### src/rtl/sample_feeder_pkg.sv
// sample_feeder_pkg
//   Shared types and constants for the sample_feeder block.
//   - state_t      : feeder FSM state encoding
//   - UNDERRUN_W   : width of the saturating underrun counter
//   - UNDERRUN_MAX : saturation value of the underrun counter
package sample_feeder_pkg;

  typedef enum logic [1:0] {
    ST_IDLE   = 2'd0,
    ST_PRIME  = 2'd1,
    ST_STREAM = 2'd2
  } state_t;

  localparam int UNDERRUN_W = 16;
  localparam logic [UNDERRUN_W-1:0] UNDERRUN_MAX = '1;

endpackage

### src/rtl/sync_fifo.sv
// sync_fifo
//   Single-clock FIFO with registered read data (1-cycle read latency) and
//   no fall-through: a word written in cycle N can first be popped in N+1.
//   Ports:
//     i_clk, i_reset  : clock, synchronous active-high reset
//     i_push, i_wr_data : write strobe and data (ignored when full or clearing)
//     i_pop           : read strobe (ignored when empty or clearing)
//     i_clear         : synchronous flush of pointers and level
//     o_level         : occupancy, 0..2^DEPTH_LOG2
//     o_rd_data       : word read by the most recent pop
module sync_fifo #(
  parameter int WIDTH      = 32,
  parameter int DEPTH_LOG2 = 4
) (
  input  logic                  i_clk,
  input  logic                  i_reset,
  input  logic                  i_push,
  input  logic [WIDTH-1:0]      i_wr_data,
  input  logic                  i_pop,
  input  logic                  i_clear,
  output logic [DEPTH_LOG2:0]   o_level,
  output logic [WIDTH-1:0]      o_rd_data
);

  localparam int DEPTH = 1 << DEPTH_LOG2;
  localparam logic [DEPTH_LOG2:0] LVL_FULL = {1'b1, {DEPTH_LOG2{1'b0}}};

  logic [WIDTH-1:0]      r_mem [DEPTH];
  logic [DEPTH_LOG2-1:0] r_wr_ptr;
  logic [DEPTH_LOG2-1:0] r_rd_ptr;
  logic [DEPTH_LOG2:0]   r_level;
  logic [WIDTH-1:0]      r_rd_data;

  logic w_push;
  logic w_pop;

  assign w_push = i_push && !i_clear && (r_level != LVL_FULL);
  assign w_pop  = i_pop  && !i_clear && (r_level != '0);

  // Storage has no reset; pointers and level define what is valid.
  always_ff @(posedge i_clk) begin
    if (w_push) begin
      r_mem[r_wr_ptr] <= i_wr_data;
    end
  end

  // Pointers wrap naturally at 2^DEPTH_LOG2.
  always_ff @(posedge i_clk) begin
    if (i_reset || i_clear) begin
      r_wr_ptr <= '0;
      r_rd_ptr <= '0;
      r_level  <= '0;
    end else begin
      if (w_push) r_wr_ptr <= r_wr_ptr + 1'b1;
      if (w_pop)  r_rd_ptr <= r_rd_ptr + 1'b1;
      case ({w_push, w_pop})
        2'b10:   r_level <= r_level + 1'b1;
        2'b01:   r_level <= r_level - 1'b1;
        default: r_level <= r_level;
      endcase
    end
  end

  always_ff @(posedge i_clk) begin
    if (i_reset) begin
      r_rd_data <= '0;
    end else if (w_pop) begin
      r_rd_data <= r_mem[r_rd_ptr];
    end
  end

  assign o_level   = r_level;
  assign o_rd_data = r_rd_data;

endmodule

### src/rtl/sample_feeder.sv
// sample_feeder
//   Fabric-side transmitter for the HPS sampler port. Buffers producer words
//   in a FIFO and, once the sampler is active and the FIFO is primed, emits
//   one word per clock. Empty cycles while streaming emit FILL_WORD and bump
//   a saturating underrun counter.
//   Ports:
//     i_clk, i_reset     : clock, synchronous active-high reset
//     i_in_data/valid    : producer word and valid
//     o_in_ready         : word accepted this cycle (independent of pops)
//     i_sampler_active   : high while the HPS is sampling
//     o_sample_data      : word to the sampler (1-cycle latency from pop)
//     o_sample_is_fill   : o_sample_data is FILL_WORD
//     o_underrun_count   : saturating underrun cycle count
//     o_level            : FIFO occupancy
//
//   state   | meaning
//   --------+-------------------------------------------------------
//   IDLE    | sampler inactive; buffer words, output fill
//   PRIME   | sampler active; wait for PRIME_LEVEL words, output fill
//   STREAM  | one pop per cycle; empty cycles are underruns
module sample_feeder
  import sample_feeder_pkg::*;
#(
  parameter int               WIDTH       = 32,
  parameter int               DEPTH_LOG2  = 4,
  parameter int               PRIME_LEVEL = 4,
  parameter logic [WIDTH-1:0] FILL_WORD   = '0
) (
  input  logic                   i_clk,
  input  logic                   i_reset,
  input  logic [WIDTH-1:0]       i_in_data,
  input  logic                   i_in_valid,
  output logic                   o_in_ready,
  input  logic                   i_sampler_active,
  output logic [WIDTH-1:0]       o_sample_data,
  output logic                   o_sample_is_fill,
  output logic [UNDERRUN_W-1:0]  o_underrun_count,
  output logic [DEPTH_LOG2:0]    o_level
);

  localparam logic [DEPTH_LOG2:0] LVL_FULL  = {1'b1, {DEPTH_LOG2{1'b0}}};
  localparam logic [DEPTH_LOG2:0] LVL_PRIME = PRIME_LEVEL[DEPTH_LOG2:0];

  state_t r_state;
  state_t w_state_nxt;

  logic                  w_flush;
  logic                  w_push;
  logic                  w_pop;
  logic                  w_underrun;
  logic                  w_in_ready;
  logic [DEPTH_LOG2:0]   w_level;
  logic [WIDTH-1:0]      w_rd_data;

  logic                  r_is_fill;
  logic [UNDERRUN_W-1:0] r_underrun;

  sync_fifo #(
    .WIDTH      (WIDTH),
    .DEPTH_LOG2 (DEPTH_LOG2)
  ) u_fifo (
    .i_clk     (i_clk),
    .i_reset   (i_reset),
    .i_push    (w_push),
    .i_wr_data (i_in_data),
    .i_pop     (w_pop),
    .i_clear   (w_flush),
    .o_level   (w_level),
    .o_rd_data (w_rd_data)
  );

  always_ff @(posedge i_clk) begin
    if (i_reset) begin
      r_state <= ST_IDLE;
    end else begin
      r_state <= w_state_nxt;
    end
  end

  always_comb begin
    w_state_nxt = r_state;
    case (r_state)
      ST_IDLE: begin
        if (i_sampler_active) w_state_nxt = ST_PRIME;
      end
      ST_PRIME: begin
        if (!i_sampler_active)       w_state_nxt = ST_IDLE;
        else if (w_level >= LVL_PRIME) w_state_nxt = ST_STREAM;
      end
      ST_STREAM: begin
        if (!i_sampler_active) w_state_nxt = ST_IDLE;
      end
      default: w_state_nxt = ST_IDLE;
    endcase
  end

  // Ready looks only at registered level and the flush condition, never at
  // a same-cycle pop, so it has no combinational path through the FSM pop.
  always_comb begin
    w_flush    = (r_state != ST_IDLE) && !i_sampler_active;
    w_in_ready = (w_level != LVL_FULL) && !w_flush;
    w_push     = i_in_valid && w_in_ready;
    w_pop      = 1'b0;
    w_underrun = 1'b0;
    if (r_state == ST_STREAM && i_sampler_active) begin
      w_pop      = (w_level != '0);
      w_underrun = (w_level == '0);
    end
  end

  // The FIFO read register already holds the popped word after the edge, so
  // only the fill flag is registered here and steers the output mux.
  always_ff @(posedge i_clk) begin
    if (i_reset) begin
      r_is_fill <= 1'b1;
    end else begin
      r_is_fill <= !w_pop;
    end
  end

  always_ff @(posedge i_clk) begin
    if (i_reset) begin
      r_underrun <= '0;
    end else if (w_underrun && (r_underrun != UNDERRUN_MAX)) begin
      r_underrun <= r_underrun + 1'b1;
    end
  end

  assign o_in_ready       = w_in_ready;
  assign o_sample_data    = r_is_fill ? FILL_WORD : w_rd_data;
  assign o_sample_is_fill = r_is_fill;
  assign o_underrun_count = r_underrun;
  assign o_level          = w_level;

endmodule

### config.mk
export PLATFORM = sky130hd
export DESIGN_NAME = sample_feeder
export DESIGN_NICKNAME = d
export VERILOG_FILES = /design/src/rtl/sample_feeder_pkg.sv /design/src/rtl/sync_fifo.sv /design/src/rtl/sample_feeder.sv
export SDC_FILE = /design/constraint.sdc
export NUM_CORES = 1
export LEC_CHECK = 0
export CAP_MARGIN = 20
export CORE_UTILIZATION = 30
export CTS_CLUSTER_DIAMETER = 80
export DETAILED_ROUTE_END_ITERATION = 7
export PLACE_DENSITY_LB_ADDON = 0.25
export RECOVER_POWER = 100
export SLEW_MARGIN = 20
export SYNTH_ARGS = -nofsm -noshare
export SYNTH_HDL_FRONTEND = slang
export SYNTH_SLANG_ARGS = --single-unit
export TNS_END_PERCENT = 50
### constraint.sdc
create_clock -name i_clk -period 4.8 [get_ports i_clk]
set_clock_uncertainty 0.05 [all_clocks]
set_input_delay 0.72 -clock i_clk [delete_from_list [all_inputs] [get_ports i_clk]]
set_output_delay 0.72 -clock i_clk [all_outputs]
set_load 0.02 [all_outputs]
== After elaboration in Yosys (flattened, before gate mapping) ==
Memories as Yosys holds them, arrays and structs flattened. A register that Yosys moved wholly into a read port is not among the register bits.
Index checks and enable logic that the tools add are counted.

* Equal/unequal tests: 9
* Order comparisons: 1
* Reduce and logical (&&, ||, !) cells: 19
* Add/subtract/negate cells: 5
* Multiplexer cells: 11

{| class="wikitable"
|+ Operator list
! cell !! number
|-
| $mux 32 || 1
|-
| $add 16x1->16 const B || 1
|-
| $ne 16x16->1 const B || 1
|-
| $pmux 5 s2 || 1
|-
| $logic_and 1x1->1 || 9
|-
| $add 4x1->4 const B || 2
|-
| $mux 2 || 4
|-
| $pmux 2 s3 || 1
|-
| $add 5x1->5 const B || 1
|-
| $ge 5x3->1 const B || 1
|-
| $logic_not 5->1 || 1
|-
| $ne 5x5->1 const B || 1
|-
| $reduce_bool 5->1 || 1
|-
| $sub 5x1->5 const B || 1
|-
| $eq 2x1->1 const B || 2
|-
| $eq 2x2->1 const B || 2
|-
| $mux 1 || 4
|-
| $ne 2x2->1 const B || 2
|-
| $reduce_bool 2->1 || 2
|-
| $logic_not 1->1 || 3
|-
| $ne 3x3->1 const B || 1
|-
| $reduce_and 3->1 || 1
|-
| $logic_not 2->1 || 1
|-
| $logic_or 1x1->1 || 1
|}

* Input bits: 36
* Logic and storage cells: 52
* Memories: 1
* Bits in writable memories: 512
* Register bits after elaboration: 32
* Output and inout bits: 55

{| class="wikitable"
|+ Memories
! name !! depth !! width !! rd ports !! clocked after Yosys merged registers in !! wr ports !! RTL line !! text
|-
| u_fifo.r_mem || 16 || 32 || 1 || 1 || 1 || sync_fifo.sv:28 || <nowiki>logic [WIDTH-1:0] r_mem [DEPTH];</nowiki>
|}

== Logic depth before layout (Yosys ltp) ==
* Depth after elaboration: 9
* Gate-level depth with buffers: 9
* Depth with buffers taken out: 9

== By module ==
A second synthesis with hierarchy kept.

* Cell total of the unflattened synthesis: 1,125
* Area total of the unflattened synthesis: 22,510.3 µm²

{| class="wikitable"
|+ Modules (own cells, without submodules)
! module !! sequential area each (µm²) !! area an instance (µm²) !! cells each !! instances
|-
| sync_fifo || 16,275.6 || 21,130.3 || 958 || 1
|-
| sample_feeder || 380.4 || 1,380.1 || 167 || 1
|}

== Least setup slack after synthesis ==
Ideal clock, no wire load.

* Path type: input -> register
* Start: in i_sampler_active
* End: mem u_fifo.r_mem[0][0] (enable)
* Stages: 4
* Path buffers: 0
* Setup time: 461 ps
* Setup slack: 415 ps
* Data required time: 4,289 ps
* Arrival: 3,874 ps
* Path through: o21ba_2 > a211oi_1 > nand2_1 > nor3_1

* Longest elaborated chain between the ends: 9

{| class="wikitable"
|+ RTL lines
! what !! RTL line !! text
|-
| start: declaration || sample_feeder.sv:34 || <nowiki>input logic i_sampler_active,</nowiki>
|-
| $logic_not 1->1 (*) || sample_feeder.sv:100 || <nowiki>w_flush = (r_state != ST_IDLE) && !i_sampler_active;</nowiki>
|-
| $logic_and 1x1->1 (*) || sample_feeder.sv:100 ||
|-
| $logic_not 1->1 (*) || sync_fifo.sv:37, sample_feeder.sv:101 ||
|-
| $logic_and 1x1->1 || sample_feeder.sv:101 || <nowiki>w_in_ready = (w_level != LVL_FULL) && !w_flush;</nowiki>
|-
| $logic_and 1x1->1 || sample_feeder.sv:102 || <nowiki>w_push = i_in_valid && w_in_ready;</nowiki>
|-
| $logic_and 1x1->1 (*) (2 in a row) || sync_fifo.sv:37 || <nowiki>assign w_push = i_push && !i_clear && (r_level != LVL_FULL);</nowiki>
|-
| $mux 1 (*) || sync_fifo.sv:42 || <nowiki>if (w_push) begin</nowiki>
|-
| $mux 1 (not written as such) (*) || sync_fifo.sv:43 || <nowiki>r_mem[r_wr_ptr] <= i_wr_data;</nowiki>
|-
| end: declaration || sync_fifo.sv:28 ||
|}

Mark *: on every way between the ends. The rest lies on a longest branch, timed or not.

== Worst setup path in the final report ==
* Start: reg u_fifo.r_level[0], in the netlist u_fifo.o_level[0]
* End: out o_in_ready

* Longest elaborated chain between the ends: 2

{| class="wikitable"
|+ RTL lines
! what !! RTL line !! text
|-
| start: declaration || sync_fifo.sv:31 || <nowiki>logic [DEPTH_LOG2:0] r_level;</nowiki>
|-
| start signal: assignment || sync_fifo.sv:57 || <nowiki>2'b10: r_level <= r_level + 1'b1;</nowiki>
|-
| start signal: assignment || sync_fifo.sv:58 || <nowiki>2'b01: r_level <= r_level - 1'b1;</nowiki>
|-
| start signal: assignment || sync_fifo.sv:59 || <nowiki>default: r_level <= r_level;</nowiki>
|-
| $ne 5x5->1 || sample_feeder.sv:101 ||
|-
| $logic_and 1x1->1 || sample_feeder.sv:101 ||
|-
| end: declaration || sample_feeder.sv:33 || <nowiki>output logic o_in_ready,</nowiki>
|}

No other way between the ends.

==> results.sh <==
export IMPL_status="complete, but fails checks"
export IMPL_violations="DRC, capacitance limit, slew limit"
export IMPL_post_route_drc_count=8
export IMPL_synth_avg_cell_area_um2=20.3
export IMPL_critPathBufInv=1
export IMPL_multiInputGateArea_um2=5400
export IMPL_wire_per_inst_um=22.6
export IMPL_drive_above_1_share_pct=23.9
export IMPL_syn_nets=1146
export IMPL_cts_hold_buffers_added=0
export IMPL_via_per_inst=4.86
export IMPL_core_area_um2=73300
export IMPL_start_util_pct=30.4
export IMPL_clk_latency_ns=0.61
export IMPL_wirelength_mm=50.8
export IMPL_end_kind="primary output"
export IMPL_final_cell_mix="edfxtp_1, mux4_2, dlygate4sd3_1"
export IMPL_cts_tree="built"
export IMPL_final_common_cell="edfxtp_1"
export IMPL_synth_area_um2=22300
export IMPL_die_w_um=275
export IMPL_syn2layout_area_growth_pct=19.7
export IMPL_drt_iter0_drc=829
export IMPL_critPathTopFamily="simple AND/OR/NAND/NOR gates"
export IMPL_worstPathArrival_ns=3.14
export IMPL_post_synth_num_cell_types=51
export IMPL_antenna_found_initial=1
export IMPL_max_freq_mhz=255
export IMPL_relSlewSlack_pct=-69.9
export IMPL_async_reset_ff_share_pct=0
export IMPL_clkTransAtPathRegs_ns=0.05
export IMPL_ctsResizeCount=0
export IMPL_setup_worst_path_start_class="flip-flop"
export IMPL_path_class="flip-flop to primary output"
export IMPL_power_leakage_nw=8.31
export IMPL_fin_util_pct=36.5
export IMPL_crit_chain="nor4_1, a21oi_1, dlygate4sd3_1"
export IMPL_clock_path_buffers=3
export IMPL_drtPass1Iterations=7
export IMPL_io_pins=91
export IMPL_cp_data_required_time_ns=4.03
export IMPL_cts_sinks=576
export IMPL_hp_class="flip-flop to flip-flop"
export IMPL_post_cts_buffers=0
export IMPL_peakVddDrop_mv=0.229
export IMPL_n_fill_cell=6803
export IMPL_synth_main_ff_cell="edfxtp_1"
export IMPL_syn_inst=1099
export IMPL_ant_nets=0
export IMPL_hold_viol_final=0
export IMPL_holdWs_ns=0.430
export IMPL_fin_setup_tns_ns=0
export IMPL_htreeDepth=3
export IMPL_cts_buffers=66
export IMPL_die_y_um=275
export IMPL_fp_dieArea_um2=75500
export IMPL_cts_root_buf="clkbuf_16"
export IMPL_synth_edf_count=512
export IMPL_fin_crit_sh_pct=81.5
export IMPL_grt_max_degree=67
export IMPL_grt_pass1_vias=11390
export IMPL_grt_pass1_wl_mm=75.5
export IMPL_final_nets=1280
export IMPL_rsz0062_at_grt="false"
export IMPL_placed_area_um2=24600
export IMPL_yosysSeqAreaShare_pct=74.6
export IMPL_power_density_nw_per_um2=407
export IMPL_dp_hpwl_mm=29.5
export IMPL_crit_slowest_cell="nor4_1"
export IMPL_grt_overflow_total=0
export IMPL_rows=99
export IMPL_ys_ff_latch=576
export IMPL_path_max_fanout=7
export IMPL_period_minus_slack_ns=3.91
export IMPL_final_area_um2=26700
export IMPL_io_buffers=90
export IMPL_setup_violations_final=0
export IMPL_track_usage_pct=13.7
export IMPL_regArea_um2=16700
export IMPL_ys_warn_count=0
export IMPL_max_stage_delay_ns=1.19
export IMPL_gp_congestion=0.743
export IMPL_worst_pin_slew_ns=2.55
export IMPL_via_count=10908
export IMPL_slew_violations=92
export IMPL_maxCapViolCount=5
[kinds of logic after synthesis]
| family | Yosys count | synth area share, % |
|---|---|---|
| flops | 576 | 74.6 |
| mux | 197 | 16.2 |
| simple gates | 156 | 3.79 |
| compound gates | 83 | 3.01 |
| buf+inv | 67 | 1.41 |
| fa+ha+maj | 11 | 0.650 |
| xor+xnor | 9 | 0.353 |
[through the flow]
step	cells	total power [mW]	worst slack (ns)
2_1_floorplan	1099	5.73	0.415
3_3_place_gp	2123	5.88	1.26
3_5_place_dp	2124	5.89	1.21
4_1_cts	2244	11.0	1.46
5_1_grt	2245	11.2	0.726
6_report	2245	10.9	0.886
[power by group]
part | internal (mW) | switching (mW)
Combinational | 0.0804 | 0.160
Sequential | 5.50 | 0.0146
Clock | 3.06 | 2.05
Total | 8.64 | 2.23
[synthesized netlist by cell type (all sizes together) (2+ instances only)]
master | n | area (µm²)
nand4 | 7 | 58.8
a21oi | 17 | 85.1
o2111ai | 2 | 23.8
o41ai | 3 | 26.3
o311ai | 3 | 26.3
dfxtp | 64 | 1280
xnor2 | 4 | 35.0
a211oi | 3 | 22.5
buf | 29 | 173
or3 | 4 | 25.0
a21o | 2 | 15.0
inv | 8 | 30.0
o21ai | 5 | 25.0
mux4 | 128 | 2880
nand3 | 7 | 35.0
ha | 10 | 125
nor3 | 5 | 25.0
mux2 | 32 | 360
and4 | 3 | 26.3
mux2i | 37 | 370
clkbuf | 30 | 113
o211ai | 3 | 22.5
nor2 | 60 | 225
nor2b | 33 | 206
or4 | 8 | 63.8
xor2 | 5 | 43.8
and3 | 4 | 25.0
nand2 | 13 | 48.8
edfxtp | 512 | 15400
a221o | 32 | 320
o31ai | 8 | 60.1
nand2b | 4 | 25.0
nor4 | 2 | 27.5
[flip-flops by register name, indices dropped and copies added (netlist names)]
name / flops
u_fifo.r_mem: 512
u_fifo.o_rd_data: 32
o_underrun_count: 16
u_fifo.o_level: 5
u_fifo.r_rd_ptr: 4
u_fifo.r_wr_ptr: 4
r_state: 2
o_sample_is_fill: 1
[final timing paths]
check	slack, ns	startpoint	cells after the start	endpoint
setup reg to reg	1.19	u_fifo.o_level[0]	10	u_fifo.o_level[4]
hold / removal	0.43	u_fifo.o_rd_data[26]	1	u_fifo.o_rd_data[26]
setup / recovery	0.89	u_fifo.o_level[0]	3	o_in_ready
hold reg to reg	0.43	u_fifo.o_rd_data[26]	1	u_fifo.o_rd_data[26]
[per-layer routing]
metal / vias to the layer above / wire length, µm / GRT usage (%)
li1: 4803 / - / -
met1: 5798 / 22700 / 18.4
met2: 254 / 24900 / 22.5
met3: 53 / 2480 / 2.80
met4: 0 / 787 / 3.56
met5: - / 0 / 0
[final cells by class]
class                   instances  area share (%)
well taps                     959            4.49
repair buffers                125            4.49
flip-flops and latches        576            62.4
multi-input cells             456            20.2
diodes                          1         0.00936
inverters                       8           0.112
clock buffers                  81            6.51
clock inverters                39            1.83
No activity file was read; power rests on OpenSTA's default activity.
